===== src/rtl/pt_pkg.sv =====
// Shared constants and FSM encoding for the PT2262-style OOK encoder/decoder pair.
// Widths are expressed as multiples of the timing unit alpha (in clk cycles).
package pt_pkg;

    localparam int FRAME_BITS    = 24;
    localparam int SHORT_MIN_DIV = 2;   // SHORT_MIN is half a unit, kept as a divisor
    localparam int LONG_MIN      = 2;
    localparam int LONG_MAX      = 4;
    localparam int SYNC_MIN      = 8;
    localparam int IDLE_MIN      = 64;

    typedef enum logic [1:0] {
        ST_HUNT = 2'd0,
        ST_BITS = 2'd1,
        ST_TAIL = 2'd2
    } pt_state_e;

    function automatic int cnt_width(input int alpha);
        return $clog2(IDLE_MIN * alpha + 1);
    endfunction

endpackage


===== src/rtl/pt_sym_classify.sv =====
// Synchronizes the raw OOK line, measures high/low widths and classifies them.
// Width flags are combinational on the counter values; the decoder samples them at edges.
module pt_sym_classify
    import pt_pkg::*;
#(
    parameter int ALPHA = 16
) (
    input  logic clk,
    input  logic rst,
    input  logic line,
    output logic rise,
    output logic fall,
    output logic hi_short,
    output logic hi_long,
    output logic hi_over,
    output logic lo_short,
    output logic lo_long,
    output logic sync_hit,
    output logic idle_hit
);

    localparam int CW = cnt_width(ALPHA);
    localparam logic [CW-1:0] W_HALF = CW'(ALPHA / SHORT_MIN_DIV);
    localparam logic [CW-1:0] W_LMIN = CW'(LONG_MIN * ALPHA);
    localparam logic [CW-1:0] W_LMAX = CW'(LONG_MAX * ALPHA);
    localparam logic [CW-1:0] W_OVER = CW'(LONG_MAX * ALPHA + 1);
    localparam logic [CW-1:0] W_SYNC = CW'(SYNC_MIN * ALPHA);
    localparam logic [CW-1:0] W_IDLE = CW'(IDLE_MIN * ALPHA);

    logic          s1, s2, s3;
    logic [CW-1:0] hi_cnt, lo_cnt;

    always_ff @(posedge clk or posedge rst) begin
        if (rst) begin
            s1 <= 1'b0;
            s2 <= 1'b0;
            s3 <= 1'b0;
        end else begin
            s1 <= line;
            s2 <= s1;
            s3 <= s2;
        end
    end

    assign rise = s2 & ~s3;
    assign fall = ~s2 & s3;

    // Each counter restarts at 1 on the edge that begins its level, so at the
    // opposite edge it holds the exact width of the level that just ended.
    always_ff @(posedge clk or posedge rst) begin
        if (rst) begin
            hi_cnt <= '0;
            lo_cnt <= '0;
        end else begin
            if (rise)
                hi_cnt <= CW'(1);
            else if (s2 && hi_cnt != W_IDLE)
                hi_cnt <= hi_cnt + CW'(1);

            if (fall)
                lo_cnt <= CW'(1);
            else if (!s2 && lo_cnt != W_IDLE)
                lo_cnt <= lo_cnt + CW'(1);
        end
    end

    assign hi_short = (hi_cnt >= W_HALF) && (hi_cnt < W_LMIN);
    assign hi_long  = (hi_cnt >= W_LMIN) && (hi_cnt <= W_LMAX);
    assign lo_short = (lo_cnt >= W_HALF) && (lo_cnt < W_LMIN);
    assign lo_long  = (lo_cnt >= W_LMIN) && (lo_cnt <= W_LMAX);

    // Edge cycles still hold the previous level's width, so they are excluded.
    assign hi_over  = s2 && !rise && (hi_cnt == W_OVER);
    assign sync_hit = !s2 && !fall && (lo_cnt == W_SYNC);
    assign idle_hit = !s2 && !fall && (lo_cnt == W_IDLE);

endmodule


===== src/rtl/pt_dec.sv =====
// PT2262-style frame decoder: symbol FSM, payload shift register and repeat filter.
// A payload is reported once after MIN_REPEAT identical consecutive frames.
module pt_dec
    import pt_pkg::*;
#(
    parameter int ALPHA      = 16,
    parameter int MIN_REPEAT = 2
) (
    input  logic                  clk,
    input  logic                  rst,
    input  logic                  in,
    output logic [FRAME_BITS-1:0] data,
    output logic                  valid,
    output logic                  err
);

    localparam logic [2:0] REP      = 3'(MIN_REPEAT);
    localparam logic [4:0] LAST_BIT = 5'(FRAME_BITS - 1);

    logic rise, fall, hi_short, hi_long, hi_over, lo_short, lo_long, sync_hit, idle_hit;

    pt_state_e             state, state_nxt;
    logic                  have_hi, hi_short_q, hi_long_q;
    logic [4:0]            bit_cnt;
    logic [FRAME_BITS-1:0] shift_q, stored;
    logic [2:0]            match_cnt, cnt_new;
    logic                  hist_vld, pend, same, fire;
    logic                  err_ev, bit_ev, bit_val, done_ev;

    pt_sym_classify #(.ALPHA(ALPHA)) u_cls (
        .clk      (clk),
        .rst      (rst),
        .line     (in),
        .rise     (rise),
        .fall     (fall),
        .hi_short (hi_short),
        .hi_long  (hi_long),
        .hi_over  (hi_over),
        .lo_short (lo_short),
        .lo_long  (lo_long),
        .sync_hit (sync_hit),
        .idle_hit (idle_hit)
    );

    always_ff @(posedge clk or posedge rst) begin
        if (rst) state <= ST_HUNT;
        else     state <= state_nxt;
    end

    always_comb begin
        state_nxt = state;
        case (state)
            ST_HUNT: if (sync_hit) state_nxt = ST_BITS;
            ST_BITS: begin
                if (err_ev)                              state_nxt = ST_HUNT;
                else if (bit_ev && bit_cnt == LAST_BIT)  state_nxt = ST_TAIL;
            end
            ST_TAIL: begin
                if (err_ev)       state_nxt = ST_HUNT;
                else if (done_ev) state_nxt = ST_BITS;
            end
            default: state_nxt = ST_HUNT;
        endcase
    end

    // The rise that ends the sync gap has no captured high yet, so it is not a symbol.
    always_comb begin
        err_ev  = 1'b0;
        bit_ev  = 1'b0;
        bit_val = 1'b0;
        done_ev = 1'b0;
        case (state)
            ST_BITS: begin
                if (hi_over)
                    err_ev = 1'b1;
                else if (fall)
                    err_ev = !(hi_short || hi_long);
                else if (rise && have_hi) begin
                    if (hi_long_q && lo_short) begin
                        bit_ev  = 1'b1;
                        bit_val = 1'b1;
                    end else if (hi_short_q && lo_long)
                        bit_ev = 1'b1;
                    else
                        err_ev = 1'b1;
                end else if (sync_hit)
                    err_ev = 1'b1;
            end
            ST_TAIL: begin
                if (hi_over)
                    err_ev = 1'b1;
                else if (fall)
                    err_ev = !hi_short;
                else if (rise)
                    err_ev = 1'b1;
                else if (sync_hit && have_hi)
                    done_ev = 1'b1;
            end
            default: ;
        endcase
    end

    always_comb begin
        same    = hist_vld && (shift_q == stored);
        cnt_new = same ? ((match_cnt == 3'd7) ? 3'd7 : match_cnt + 3'd1) : 3'd1;
        fire    = done_ev && (cnt_new == REP) && !(same && match_cnt == REP);
    end

    always_ff @(posedge clk or posedge rst) begin
        if (rst) begin
            err        <= 1'b0;
            have_hi    <= 1'b0;
            hi_short_q <= 1'b0;
            hi_long_q  <= 1'b0;
            bit_cnt    <= '0;
            shift_q    <= '0;
            stored     <= '0;
            match_cnt  <= '0;
            hist_vld   <= 1'b0;
            pend       <= 1'b0;
            valid      <= 1'b0;
            data       <= '0;
        end else begin
            err <= err_ev;
            if (fall) begin
                hi_short_q <= hi_short;
                hi_long_q  <= hi_long;
            end
            if (state_nxt == ST_HUNT || rise || done_ev)
                have_hi <= 1'b0;
            else if (fall)
                have_hi <= 1'b1;

            if (state != ST_BITS)
                bit_cnt <= '0;
            else if (bit_ev)
                bit_cnt <= bit_cnt + 5'd1;
            if (bit_ev)
                shift_q <= {shift_q[FRAME_BITS-2:0], bit_val};

            if (idle_hit) begin
                hist_vld  <= 1'b0;
                match_cnt <= '0;
            end else if (done_ev) begin
                match_cnt <= cnt_new;
                hist_vld  <= 1'b1;
                if (!same) stored <= shift_q;
            end

            pend  <= fire;
            valid <= pend;
            if (pend) data <= stored;
        end
    end

endmodule


===== config.mk =====
export PLATFORM = sky130hd
export DESIGN_NAME = pt_dec
export DESIGN_NICKNAME = d
export VERILOG_FILES = /design/src/rtl/pt_pkg.sv /design/src/rtl/pt_sym_classify.sv /design/src/rtl/pt_dec.sv
export SDC_FILE = /design/constraint.sdc
export NUM_CORES = 1
export LEC_CHECK = 0
export BUFFER_PORTS_ARGS = -buffer_cell sky130_fd_sc_hd__buf_2
export CORE_ASPECT_RATIO = 0.75
export CORE_UTILIZATION = 58
export CTS_BUF_LIST = sky130_fd_sc_hd__clkbuf_8
export CTS_CLUSTER_SIZE = 20
export DETAILED_ROUTE_END_ITERATION = 8
export GPL_TIMING_DRIVEN = 0
export PLACE_DENSITY = 0.73
export SLEW_MARGIN = 20
export SYNTH_ARGS = -nofsm -noshare
export SYNTH_HDL_FRONTEND = slang
export SYNTH_SLANG_ARGS = --single-unit

===== constraint.sdc =====
create_clock -name clk -period 8.5 [get_ports clk]
set_input_delay 1.275 -clock clk [delete_from_list [all_inputs] [get_ports clk]]
set_output_delay 1.275 -clock clk [all_outputs]
set_load 0.01 [all_outputs]

* Yosys cells after proc, flatten, opt, wreduce, memory -nomap -nowiden
Index checks and enable logic that the tools add are counted.
** Word-level totals
- Bits in registers :: 114
- Output and inout bits :: 26
** Cells by class
- $add $sub $neg :: 4
- Magnitude comparators :: 8
- Eq/ne operators :: 13
- Muxes and demuxes :: 46
- Bitwise gates (word level) :: 6
- Reductions and logical operators :: 37
** Operators with widths (number)
- $mux 11 :: 4
- $mux 1 :: 29
- $eq 24x24->1 :: 1
- $add 11x1->11 const B :: 2
- $ge 11x4->1 const B :: 2
- $ge 11x6->1 const B :: 2
- $le 11x7->1 const B :: 2
- $lt 11x6->1 const B :: 2
- $ne 11x11->1 const B :: 2
- $logic_and 1x1->1 :: 20
- $mux 3 :: 4
- $eq 11x11->1 const B :: 1
- $eq 11x7->1 const B :: 1
- $eq 11x8->1 const B :: 1
- $mux 2 :: 5
- $mux 5 :: 2
- $reduce_bool 2->1 :: 5
- $eq 3x2->1 const B :: 2
- $logic_not 1->1 :: 6
- $pmux 2 s3 :: 1
- $add 5x1->5 const B :: 1
- $eq 5x5->1 const B :: 1
- $logic_not 2->1 :: 2
- $not 1->1 :: 4
- 9 further kinds :: 12

* Longest topological paths before layout
Gate-level depths: netlist of run 1.
- Word-level depth :: 18
- Gate-level depth with buffers :: 9
- Depth with buffers taken out :: 8

* Hierarchy
Synthesis of run 1 repeated with hierarchy kept, for this count alone.
** Unflattened totals
- Cell total of the unflattened synthesis :: 454
- Area total of the unflattened synthesis :: 5430.2 sq um
** Modules (own cells, without submodules)
- pt_dec :: times used 1, cells an instance 293, area each 3951.3 sq um, seq. area each 2227.1 sq um
- pt_sym_classify :: times used 1, cells an instance 161, area each 1478.9 sq um, seq. area each 625.6 sq um

* Least setup slack after synthesis of run 1
OpenSTA, ideal clock, no wires.
- Path kind :: register -> register
- Start :: register u_cls.lo_cnt[0]
- End :: register stored[10]
- Data arrival time :: 2.124 ns
- Path slack :: 6.252 ns
- Stages on the path, launching flop included :: 10
- Period minus slack after synthesis :: 2.248 ns
- Cell sequence :: dfrtp_1 > inv_1 > ha_1 > nor4b_4 > and4_1 > clkbuf_4 > nand3_1 > a21oi_2 > buf_4 > mux2_2
** On the way
- Word-level cells in the longest chain between the ends :: 9
- Elaborated cells on any way between the ends :: 12
** Ends and longest elaborated chain
- start, declared :: line pt_sym_classify.sv:31 : logic [CW-1:0] hi_cnt, lo_cnt;
- start signal, assigned :: line pt_sym_classify.sv:63 : lo_cnt <= lo_cnt + CW'(1);
- $eq 11x8->1 :: line pt_sym_classify.sv:74 : assign sync_hit = !s2 && !fall && (lo_cnt == W_SYNC);
- $logic_and 1x1->1 :: line pt_sym_classify.sv:74
- $logic_and 1x1->1 :: line pt_dec.sv:96 : else if (sync_hit && have_hi)
- $mux 1 :: line pt_dec.sv:96
- $mux 1 :: line pt_dec.sv:94 : else if (rise)
- $mux 1 :: line pt_dec.sv:92 : else if (fall)
- $mux 1 :: line pt_dec.sv:90 : if (hi_over)
- $mux 1 :: line pt_dec.sv:72 : case (state)
- $reduce_and 3->1 (no source line) *
- end signal, assigned :: line pt_dec.sv:147 : if (!same) stored <= shift_q;
- end, declared :: line pt_dec.sv:25 : logic [FRAME_BITS-1:0] shift_q, stored;
Every way passes the cells marked *; elsewhere a longest branch is shown, timed or not.
A chain may end at the register's enable or synchronous reset.

* Worst setup path after layout of run 1
- Start :: register u_cls.lo_cnt[0]
- End :: register stored[11]
Same word-level chain as after synthesis.

==> results.md, run 1 <==
- RSZ-0062 raised after global routing: no
- Final core utilization: 67.7%
- Post-CTS Setup Inserts: 0
- Dpl hpwl: between 7 and 8 mm
- Register bit total from synthesis: about 110
- Synth top area cells: dfrtp_1 (53%), mux2_2 (15%), xor2_1 (5.2%)
- Avg Cell Area, Syn: 12.0 um2
- Worst Path Required: a little under 9 ns
- Slowest cell on the critical path: dfrtp_1
- Io pins: 29
- Highest ir drop seen on vdd: 0.132 mV
- # setup viols final: 0
- Final setup TNS: 0 ns
- Nets: between 500 and 600
- CP Capture Type: register
- Gr busiest metal: met1
- Relative slew slack: between 50% and 60%
- Internal: about 0.00087 W
- Synth top area share: 53.0%
- Syn. warnings: 0
- Outcome: completed
- Dpl cell area: about 5700 um2
- Synth Instances: 449
- DRT antenna net count: 0
- Die Y: roughly 85 um
- Fraction of layout cells with a size suffix above 1: about 30%
- Core Region: approximately 9000 um2
- DRC viols: 0
- Num CTS Buffers: 17
- Vias: ~3600
- Share of synthesized registers carrying an async set or reset: 100%
- Max_cap viols: 0
- Initial DRC count: about 230
- Critical path peak fanout: 10
- Worst-margin pin slew: about 0.66 ns
- Vias per Instance: between 5 and 6
- First-pass GRT wire length: ~17 mm
- Number of synthesized flops with an enable pin: 0
- Area of the multi-input gates: 2390 um2
- Area Growth Syn to Fin: 13.3%
- GRT met2 Usage: between 30% and 40%
- # hold bufs at CTS: 0
- Total track usage: a little under a quarter
- Post-CTS Resized: 0
- Final max-slew violation count: 0
- Setup slack, reg-to-reg: 5.81 ns
- Router iterations before antenna repair: 5
- Clock slew seen by the registers of the worst setup and hold paths: ~0.06 ns
- Port-buffer cells: 28
- Max stage delay on crit path: between 0.4 and 0.5 ns
- Storage cell area: about 2900 um2
- Initial Util: between 50% and 60%
- Proportion of synthesized chip area in sequential cells: ~53%
- Mapped Nets: ~460
- Fin. Hold Viols: 0
- CTS Buffer Depth: 2
- Vias in the first global route: 3447
- Worst Clk Skew: 0.00630 ns
- H-tree Lvls: 4
- P_sw: ~0.00026 W
- Worst EP arrival: 3.00 ns
- PwrDens: ~180 nW/um2
- Sequential power share: around half
- CTS tree: done
- Synth Flop Type: dfrtp_1
- Worst skew pair latency: 0.43 ns
- Routed wire length: just over 10 mm
- Setup CP Type: reg2reg
- Cell with the most instances after synthesis: dfrtp_1
- Commonest cells in the netlist: dfrtp_1 (114), mux2_2 (72), xor2_1 (32)
- Class of the worst hold path: reg2reg
- Post-synthesis cell type count: slightly below 50
- Initial antenna violation count: 0
- GR Overflow Total: 0
- Num rows: 30
- Crit path cell chain: inv_1 > ha_1 > nor4b_4 > and4_1 > clkbuf_4 > nand3_1 > a21oi_2 > buf_4 > mux2_2
- Ant. Diodes: 0
- Leak: 3.10 nW
- Met1 Use GR: between 30 and 40%
- Logic pwr share: under 10%
- Die outline width: 113 um
- Fill count: between 600 and 700
- Post-synth top area cell: dfrtp_1
- Clock share of power: a little under half
- Net Sw Frac: a little under a quarter
- Largest net degree at the start of global routing: 69
- Worst setup SP type: register
- Final min period: around 2.7 ns
- CTS sink cnt: 114
- Met3 usage: 6.43%
- Fin area: between 6000 and 7000 um2
- Routed len/inst: ~16 um
- Gpl congestion: roughly 0.8
- Die Footprint: 9670 um2
- Root Driver: clkbuf_8
- Syn Std Cell Area: around 5400 um2
- Final period util: a little under a third
- Highest Clock Rate: between 0.3 and 0.4 GHz
==> logic make-up after synthesis <==
logic type | after synthesis | synth area share, %
AOI/OAI and AO/OA | 39 | 5.21
xor gates and xnor gates | 39 | 6.35
adders and majority gates | 12 | 2.79
buffers and inverters | 32 | 2.61
DFF | 114 | 53.0
muxes | 73 | 15.3
and+or+nand+nor | 140 | 14.7
==> layout by cell type, fill, tap and decap left out, types with 2 or more instances in the layout <==
master and instances:
a21oi_1 11, a21oi_2 2, a31oi_1 2, a41oi_1 2
and2_1 2, and2b_2 2, and3_1 7, and4_1 3
and4b_1 2, buf_2 32, buf_4 3, bufinv_16 3
clkbuf_1 9, clkbuf_8 19, clkinv_2 6, clkinvlp_4 2
dfrtp_1 114, ha_1 12, inv_1 16, mux2_2 72
nand2_1 23, nand2b_1 11, nand3_1 15, nand4_1 13
nor2_1 31, nor3_1 5, nor4_1 10, nor4b_1 4
o21ai_0 8, o31ai_1 4, or3_1 4, xnor2_1 7
xor2_1 32
==> flip-flops by register name (all words and copies together) (netlist names) <==
name,flops
u_cls.s2,1
have_hi,1
hist_vld,1
match_cnt,3
shift_q,24
u_cls.lo_cnt,11
err,1
hi_long_q,1
hi_short_q,1
pend,1
u_cls.s1,1
stored,24
state,2
u_cls.s3,1
u_cls.hi_cnt,11
bit_cnt,5
data,24
valid,1
==> through the flow <==
step	total power [W]	worst slack, ns	hold slack [ns]	instances
2_1_floorplan	0.000609	4.21	0.331	449
3_3_place_gp	0.000619	2.99	0.332	589
3_5_place_dp	0.000623	5.85	0.340	590
4_1_cts	0.00114	5.82	0.357	622
5_1_grt	0.00117	5.67	0.369	622
6_report	0.00113	5.81	0.355	622
==> worst max-delay path, delay by kind of cell, from the launching register on <==
family / cells / cell delay [ns]
and+or+nand+nor: 3 / 0.69
buffers and inverters: 3 / 0.54
DFF: 1 / 0.43
AOI/OAI and AO/OA: 1 / 0.41
muxes: 1 / 0.36
adders and majority gates: 1 / 0.14
==> area by class of cell <==
cell class / count / share of cell area [%]
sequential: 114 / 46.8
multi-input combinational: 303 / 39.1
clock buffer: 19 / 4.29
timing repair buffer: 29 / 2.75
clock inverter: 13 / 2.34
tap: 112 / 2.30
buffer: 17 / 1.38
inverter: 15 / 1.01
==> power by group through the flow <==
stage               logic [W]  clock network [W]  registers (W)
floorplan           0.0000392                  0       0.000569
global placement    0.0000474                  0       0.000571
detailed placement  0.0000512                  0       0.000572
CTS                 0.0000514           0.000524       0.000562
global route        0.0000592           0.000548       0.000564
finish              0.0000502           0.000515       0.000562
==> path summary, 6_finish.rpt <==
check / start / to / cells after the start
max: u_cls.lo_cnt[0]$_DFFE_PP0P_ / stored[11]$_DFFE_PP0P_ / 9
min: u_cls.s1$_DFF_PP0_ / u_cls.s2$_DFF_PP0_ / 0
max reg2reg: u_cls.lo_cnt[0]$_DFFE_PP0P_ / stored[11]$_DFFE_PP0P_ / 9
min reg2reg: u_cls.s1$_DFF_PP0_ / u_cls.s2$_DFF_PP0_ / 0
max in group asynchronous: rst / data[15]$_DFFE_PP0P_ / 3
min in group asynchronous: rst / stored[2]$_DFFE_PP0P_ / 2
==> metal layers <==
layer  up-vias  share of wire, %
met5         -                 0
met3        16               4.9
met2        90                43
li1       1693                 -
met4         0               1.2
met1      1789                51
Note: power is estimated with default switching activity, not from simulation.
==> inputs of run 2 (changes only) <==
clock period = 2.6 ns   (was 8.5 ns; I/O delays follow)
==> run 2 against run 1 <==
Against the previous run: clock power rose to 3.6 times the previous value; core utilization rose by 1.4 points; sequential power rose to 3.3 times the previous value; largest power group is now clock; wire length up 4.6%; largest cell class unchanged; fmax up 8.4%; critical endpoint is now have_hi$_DFFE_PP0P_; non-clock buffer count increased by 5; critical path depth is the same; first-iteration DRC count unchanged; flip-flop and latch count unchanged; worst hold slack got worse by 0.28 ns; critical path type unchanged.
==> results.md, run 2 (synthesis results as in run 1) <==
- Max_cap viols: 0 (unchanged)
- Final max-slew violation count: 0 (unchanged)
- CTS sink cnt: 114 (unchanged)
- Highest ir drop seen on vdd: 0.454 mV (+240%)
- Worst-margin pin slew: 0.686 ns (+0.0266 ns)
- Inst Count DP: 592 (+0.34%)
- Place WS: -0.0750 ns (-5.92 ns)
- Vias per Instance: 5.69 (-1.3%)
- DRC viols: 0 (unchanged)
- Vias: 3565 (-0.64%)
- Class of the worst hold path: in2reg
- Critical path peak fanout: 7 (-3)
- Die Footprint: 9670 um2 (unchanged)
- Met3 usage: 7.43% (+1.0 points)
- Initial DRC count: 229 (unchanged)
- Met1 Use GR: 35.2% (+0.61 points)
- H-tree Lvls: 4 (unchanged)
- CTS tree: done
- Biggest regs: data: 24 flops, shift_q: 24 flops, stored: 24 flops
- Worst Path Required: 2.91 ns (-5.90 ns)
- CTS Buffer Depth: 2 (unchanged)
- Logic pwr share: 4.4% (about the same)
- Most common cell after layout, fill and taps aside: dfrtp_1
- Setup CP Type: reg2reg
- Sequential power share: 47.6% (-2.3 points)
- DRT antenna net count: 0 (unchanged)
- Core Region: 9010 um2 (unchanged)
- Gr busiest metal: met1
- Io pins: 29 (unchanged)
- CP Capture Type: register
- Num rows: 30 (unchanged)
- Final min period: 2.48 ns (-0.209 ns)
- Clock share of power: 48.0% (+2.3 points)
- Port-buffer cells: 28 (unchanged)
- Root Driver: clkbuf_8
- Outcome: completed
- Nets: 517 (+0.98%)
- P_sw: 0.000856 W (+230%)
- Commonest non-fill, non-tap cells in the layout: dfrtp_1 (114), mux2_2 (72), buf_2 (32), xor2_1 (32), nor2_1 (31)
- Die Y: 85.4 um (unchanged)
- First-pass GRT wire length: 17.7 mm (+3.4%)
- Vias in the first global route: 3472 (+0.73%)
- Die outline width: 113 um (unchanged)
- Area Growth Syn to Fin: 15.7%
- Final WS setup: 0.119 ns (-5.69 ns)
- Worst Clk Skew: 0.00822 ns (+0.00192 ns)
- Final period util: 95.4% (+64 points)
- Hold Slack: 0.0700 ns (-0.285 ns)
- Gpl congestion: 0.836 (+1.4%)
- RSZ-0062 raised after global routing: yes
- Router iterations before antenna repair: 4 (-1)
- GR Overflow Total: 0 (unchanged)
- Total track usage: 24.3% (+0.95 points)
- Fin. Hold Viols: 0 (unchanged)
- Highest Clock Rate: 0.403 GHz (+8.4%)
- Dpl hpwl: 7.25 mm (+3.5%)
- # setup viols final: 0 (unchanged)
- Internal: 0.00301 W (+250%)
- Ant. Diodes: 0 (unchanged)
- Final setup TNS: 0 ns (unchanged)
- Routed wire length: 10.5 mm (+4.6%)
- Fraction of layout cells with a size suffix above 1: 30.9% (+0.93 points)
- Initial antenna violation count: 0 (unchanged)
- Routed len/inst: 16.8 um (+4.0%)
- Leak: 3.14 nW (+1.2%)
- Initial Util: 59.7% (unchanged)
- Worst setup SP type: register
- Final core utilization: 69.1% (+1.4 points)
- GRT met2 Usage: 34.6% (+1.6 points)
- Clock slew seen by the registers of the worst setup and hold paths: 0.06 ns (about the same)
- PwrDens: 621 nW/um2 (+240%)
- Relative slew slack: 54.3% (-1.8 points)
- Worst skew pair latency: 0.43 ns (about the same)
- Num CTS Buffers: 17 (unchanged)
- Worst EP arrival: 2.79 ns (-0.21 ns)
- Largest net degree at the start of global routing: 36 (-48%)
- Post-route insts no fill: 626 (+0.64%)
- Net Sw Frac: 22.2% (-0.64 points)
## run 2: worst max-delay path, stage by stage, from the launching register on
cell and delay, ns:
dfrtp_1 0.42, inv_1 0.06, ha_1 0.19, nor4b_4 0.14
and4_1 0.19, clkbuf_4 0.17, a22oi_1 0.23, a41oi_2 0.23
a221o_1 0.34, a2111oi_2 0.38
## run 2: what timing repair did
action,4_1_cts,5_1_grt
resized for setup,1,3
setup endpoints to repair,19,40
endpoints found under the hold margin,20,0
setup buffers,1,1
pin swaps,0,1
hold buffers,1,0
## run 2: through the flow
stage | total power (W) | instance area, um2
finish | 0.00386 | 6220
global route | 0.00400 | 6220
CTS | 0.00390 | 6190
detailed placement | 0.00204 | 5720
global placement | 0.00202 | 5660
floorplan | 0.00199 | 5380
## run 2: final timing paths
path | slack [ns] | start | end | cells after the start
hold / removal | 0.07 | in | u_cls.s1$_DFF_PP0_ | 1
setup reg to reg | 0.12 | u_cls.lo_cnt[0]$_DFFE_PP0P_ | have_hi$_DFFE_PP0P_ | 9
max in group asynchronous | 1.08 | rst | u_cls.lo_cnt[4]$_DFFE_PP0P_ | 6
min in group asynchronous | 0.54 | rst | u_cls.lo_cnt[1]$_DFFE_PP0P_ | 3
setup / recovery | 0.12 | u_cls.lo_cnt[0]$_DFFE_PP0P_ | have_hi$_DFFE_PP0P_ | 9
hold reg to reg | 0.36 | u_cls.s1$_DFF_PP0_ | u_cls.s2$_DFF_PP0_ | 0
## run 2: metal layers
layer  vias up  routed length [um]
met3         9                 471
li1       1707                   -
met1      1778                5370
met4         0                  94
met2        71                4590
met5         -                   0
## run 2: power groups by stage
stage / registers, W / logic [W] / clock network [W]
after floorplan: 0.00186 / 0.000128 / 0
after global placement: 0.00187 / 0.000155 / 0
after detailed placement: 0.00187 / 0.000173 / 0
after CTS: 0.00184 / 0.000174 / 0.00189
after global routing: 0.00184 / 0.000198 / 0.00196
final: 0.00184 / 0.000171 / 0.00185
## run 2: cell type report
class / instances / area (um2)
sequential: 114 / 2850
fill: 652 / 2790
multi-input combinational: 303 / 2410
clock buffer: 21 / 289
timing repair buffer: 34 / 225
clock inverter: 10 / 156
tap: 112 / 140
buffer: 17 / 83.8
inverter: 15 / 60.1
==> inputs of run 3 (changes only) <==
CORE_UTILIZATION = 57   (was 58)
PLACE_DENSITY = 0.75   (was 0.73)
REMOVE_ABC_BUFFERS = 1   (was not set)
clock period = 2 ns   (was 2.6 ns; I/O delays follow)
==> run 3 against run 2 <==
Against the previous run: wire length increased by 9.9%; sequential power increased by 30%; the run now ends with negative setup slack left; sequential share of layout area decreased by 1.6 points; count of clock-buffer cells in the layout decreased by 1; largest power group is now registers; critical path type unchanged.
==> results.md, run 3 (synthesis results as in run 1) <==
- DRC viols: 0 (unchanged)
- Core Region: 9120 um2 (+1.3%)
- Gpl congestion: 0.795 (-4.8%)
- Worst R2R Path Depth: 8 (-1)
- CTS sink cnt: 114 (unchanged)
- Die Footprint: 9830 um2 (+1.7%)
- Routed wire length: 11.6 mm (+9.9%)
- Place WS: -0.905 ns (-0.830 ns)
- Dpl cell area: 5650 um2 (-1.3%)
- Vias in the first global route: 3628 (+4.5%)
- Initial antenna violation count: 0 (unchanged)
- Largest net degree at the start of global routing: 78 (+120%)
- Num CTS Buffers: 17 (unchanged)
- Worst Path Required: 2.30 ns (-0.61 ns)
- Ant. Diodes: 0 (unchanged)
- Highest ir drop seen on vdd: 0.549 mV (+21%)
- Min-Delay Startpoint: u_cls.s1$_DFF_PP0_
- PwrDens: 684 nW/um2 (+10%)
- Fraction of layout cells with a size suffix above 1: 35.9% (+4.9 points)
- Fin area: 6450 um2 (+3.7%)
- Most common cell after layout, fill and taps aside: dfrtp_1
- Worst-margin pin slew: 1.05 ns (+0.367 ns)
- CTS Buffer Depth: 2 (unchanged)
- CTS tree: done
- Max_cap viols: 0 (unchanged)
- H-tree Lvls: 4 (unchanged)
- Port-buffer cells: 28 (unchanged)
- Area Growth Syn to Fin: 20.0%
- Worst skew pair latency: 0.42 ns (about the same)
- Die Y: 86.1 um (+0.85%)
- Hold Path Sink: u_cls.s2$_DFF_PP0_
- Worst setup SP type: register
- Final WS setup: -0.255 ns (-0.374 ns)
- Setup CP Type: reg2reg
- Vias: 3659 (+2.6%)
- Worst hold path depth: 0 (-1)
- Relative slew slack: 29.8% (-24 points)
- CP Capture Type: register
- Setup slack, reg-to-reg: -0.25 ns (-0.37 ns)
- Dpl hpwl: 6.79 mm (-6.2%)
- Highest Clock Rate: 0.443 GHz (+10%)
- Final min period: 2.25 ns (-0.226 ns)
- Reg-to-Reg Start: u_cls.lo_cnt[0]$_DFFE_PP0P_
- Worst Clk Skew: 0.00652 ns (-0.00170 ns)
- Fin. Hold Viols: 0 (unchanged)
- Outcome: complete, but fails checks
- Final max-slew violation count: 0 (unchanged)
- Nets: 520 (+0.58%)
- Final period util: 113% (+17 points)
- Io pins: 29 (unchanged)
- Worst EP arrival: 2.56 ns (-0.23 ns)
- Critical path peak fanout: 6 (-1)
- Commonest non-fill, non-tap cells in the layout: dfrtp_1 (113), mux2_2 (49), xor2_1 (32), nor2_1 (31), buf_2 (28)
- First-pass GRT wire length: 18.1 mm (+2.7%)
- Root Driver: clkbuf_8
- GR Overflow Total: 0 (unchanged)
- Num rows: 30 (unchanged)
- Violated checks: negative setup slack
- Clock slew seen by the registers of the worst setup and hold paths: 0.06 ns (about the same)
- DRT antenna net count: 0 (unchanged)
- Initial DRC count: 240 (+4.8%)
- Initial Util: 59.0% (-0.74 points)
- Routed len/inst: 18.0 um (+6.8%)
- Class of the worst hold path: reg2reg
- RSZ-0062 raised after global routing: yes
- Die outline width: 114 um (+0.86%)
- Vias per Instance: 5.68 (-0.23%)
- Total track usage: 24.3% (about the same)
- Router iterations before antenna repair: 4 (unchanged)
- # setup viols final: 50 (+50)
- Biggest regs: data: 24 flops, shift_q: 24 flops, stored: 24 flops
- Leak: 3.20 nW (+2.1%)
- Reg-to-reg endpoint: stored[12]$_DFFE_PP0P_
run 3: cell count changes in the layout (fill, tap and decap cells not counted), sizes merged, moves of 2 or more:
cell,delta
nand2,+2
buf,+9
bufinv,-4
clkinv,+5
clkinvlp,-4
inv,+3
clkbuf,-10
run 3: metal layers:
metal | track usage, % | vias to the layer above | routed length [um]
met5 | 0 | - | 0
li1 | - | 1713 | -
met1 | 34.5 | 1865 | 5510
met3 | 6.29 | 11 | 463
met4 | 8.74 | 0 | 133
met2 | 36.3 | 70 | 5460
run 3: worst max-delay path by stage:
stage,slack [ns],from,endpoint,cells after the start
floorplan,-1.32,rst,bit_cnt[0]$_DFFE_PP0P_,1
global placement,-2.53,rst,data[6]$_DFFE_PP0P_,2
detailed placement,-0.91,u_cls.lo_cnt[0]$_DFFE_PP0P_,shift_q[22]$_DFFE_PP0P_,7
CTS,-0.29,u_cls.hi_cnt[10]$_DFFE_PP0P_,have_hi$_DFFE_PP0P_,6
global route,-0.35,u_cls.lo_cnt[0]$_DFFE_PP0P_,stored[12]$_DFFE_PP0P_,8
finish,-0.25,u_cls.lo_cnt[0]$_DFFE_PP0P_,stored[12]$_DFFE_PP0P_,8
run 3: through the flow:
stage | hold WS (ns) | power (W) | cells | util [%] | TNS (ns)
after floorplan | 0.331 | 0.00258 | 432 | - | -171.76
after global placement | 0.333 | 0.00263 | 588 | 61.3 | -337.24
after detailed placement | 0.321 | 0.00264 | 590 | 61.9 | -37.23
after CTS | 0.350 | 0.00442 | 636 | 67.9 | -5.61
after global routing | 0.382 | 0.00461 | 644 | 70.7 | -13.30
final | 0.350 | 0.00442 | 644 | 70.7 | -8.39
run 3: report_power, final:
| part | internal, W | switching (W) | total, W |
|---|---|---|---|
| registers | 0.00234 | 0.0000590 | 0.00240 |
| logic | 0.000113 | 0.000138 | 0.000251 |
| clock network | 0.000909 | 0.000852 | 0.00176 |
| total | 0.00337 | 0.00105 | 0.00442 |
run 3: final cells by class:
cell class	count	area [um2]
clock buffers	20	275
clock inverters	10	46.3
fillers	643	2670
inverters	15	61.3
multi-input cells	305	2650
flip-flops and latches	114	2850
well taps	128	160
repair buffers	52	408
run 3: what timing repair did:
action | CTS | global route
gates cloned | 2 | 1
setup endpoints to repair | 55 | 58
hold buffers | 2 | 0
hold endpoints to repair | 38 | 0
resized for setup | 17 | 44
setup buffers | 12 | 8
pin swaps | 9 | 7
run 3: critical path, cell delays in order (launching register included):
cell	delay, ns
dfrtp_1	0.41
inv_2	0.09
ha_4	0.13
nor4b_4	0.27
and4_4	0.32
nand3_4	0.11
a21oi_4	0.27
clkbuf_16	0.22
mux2_2	0.33
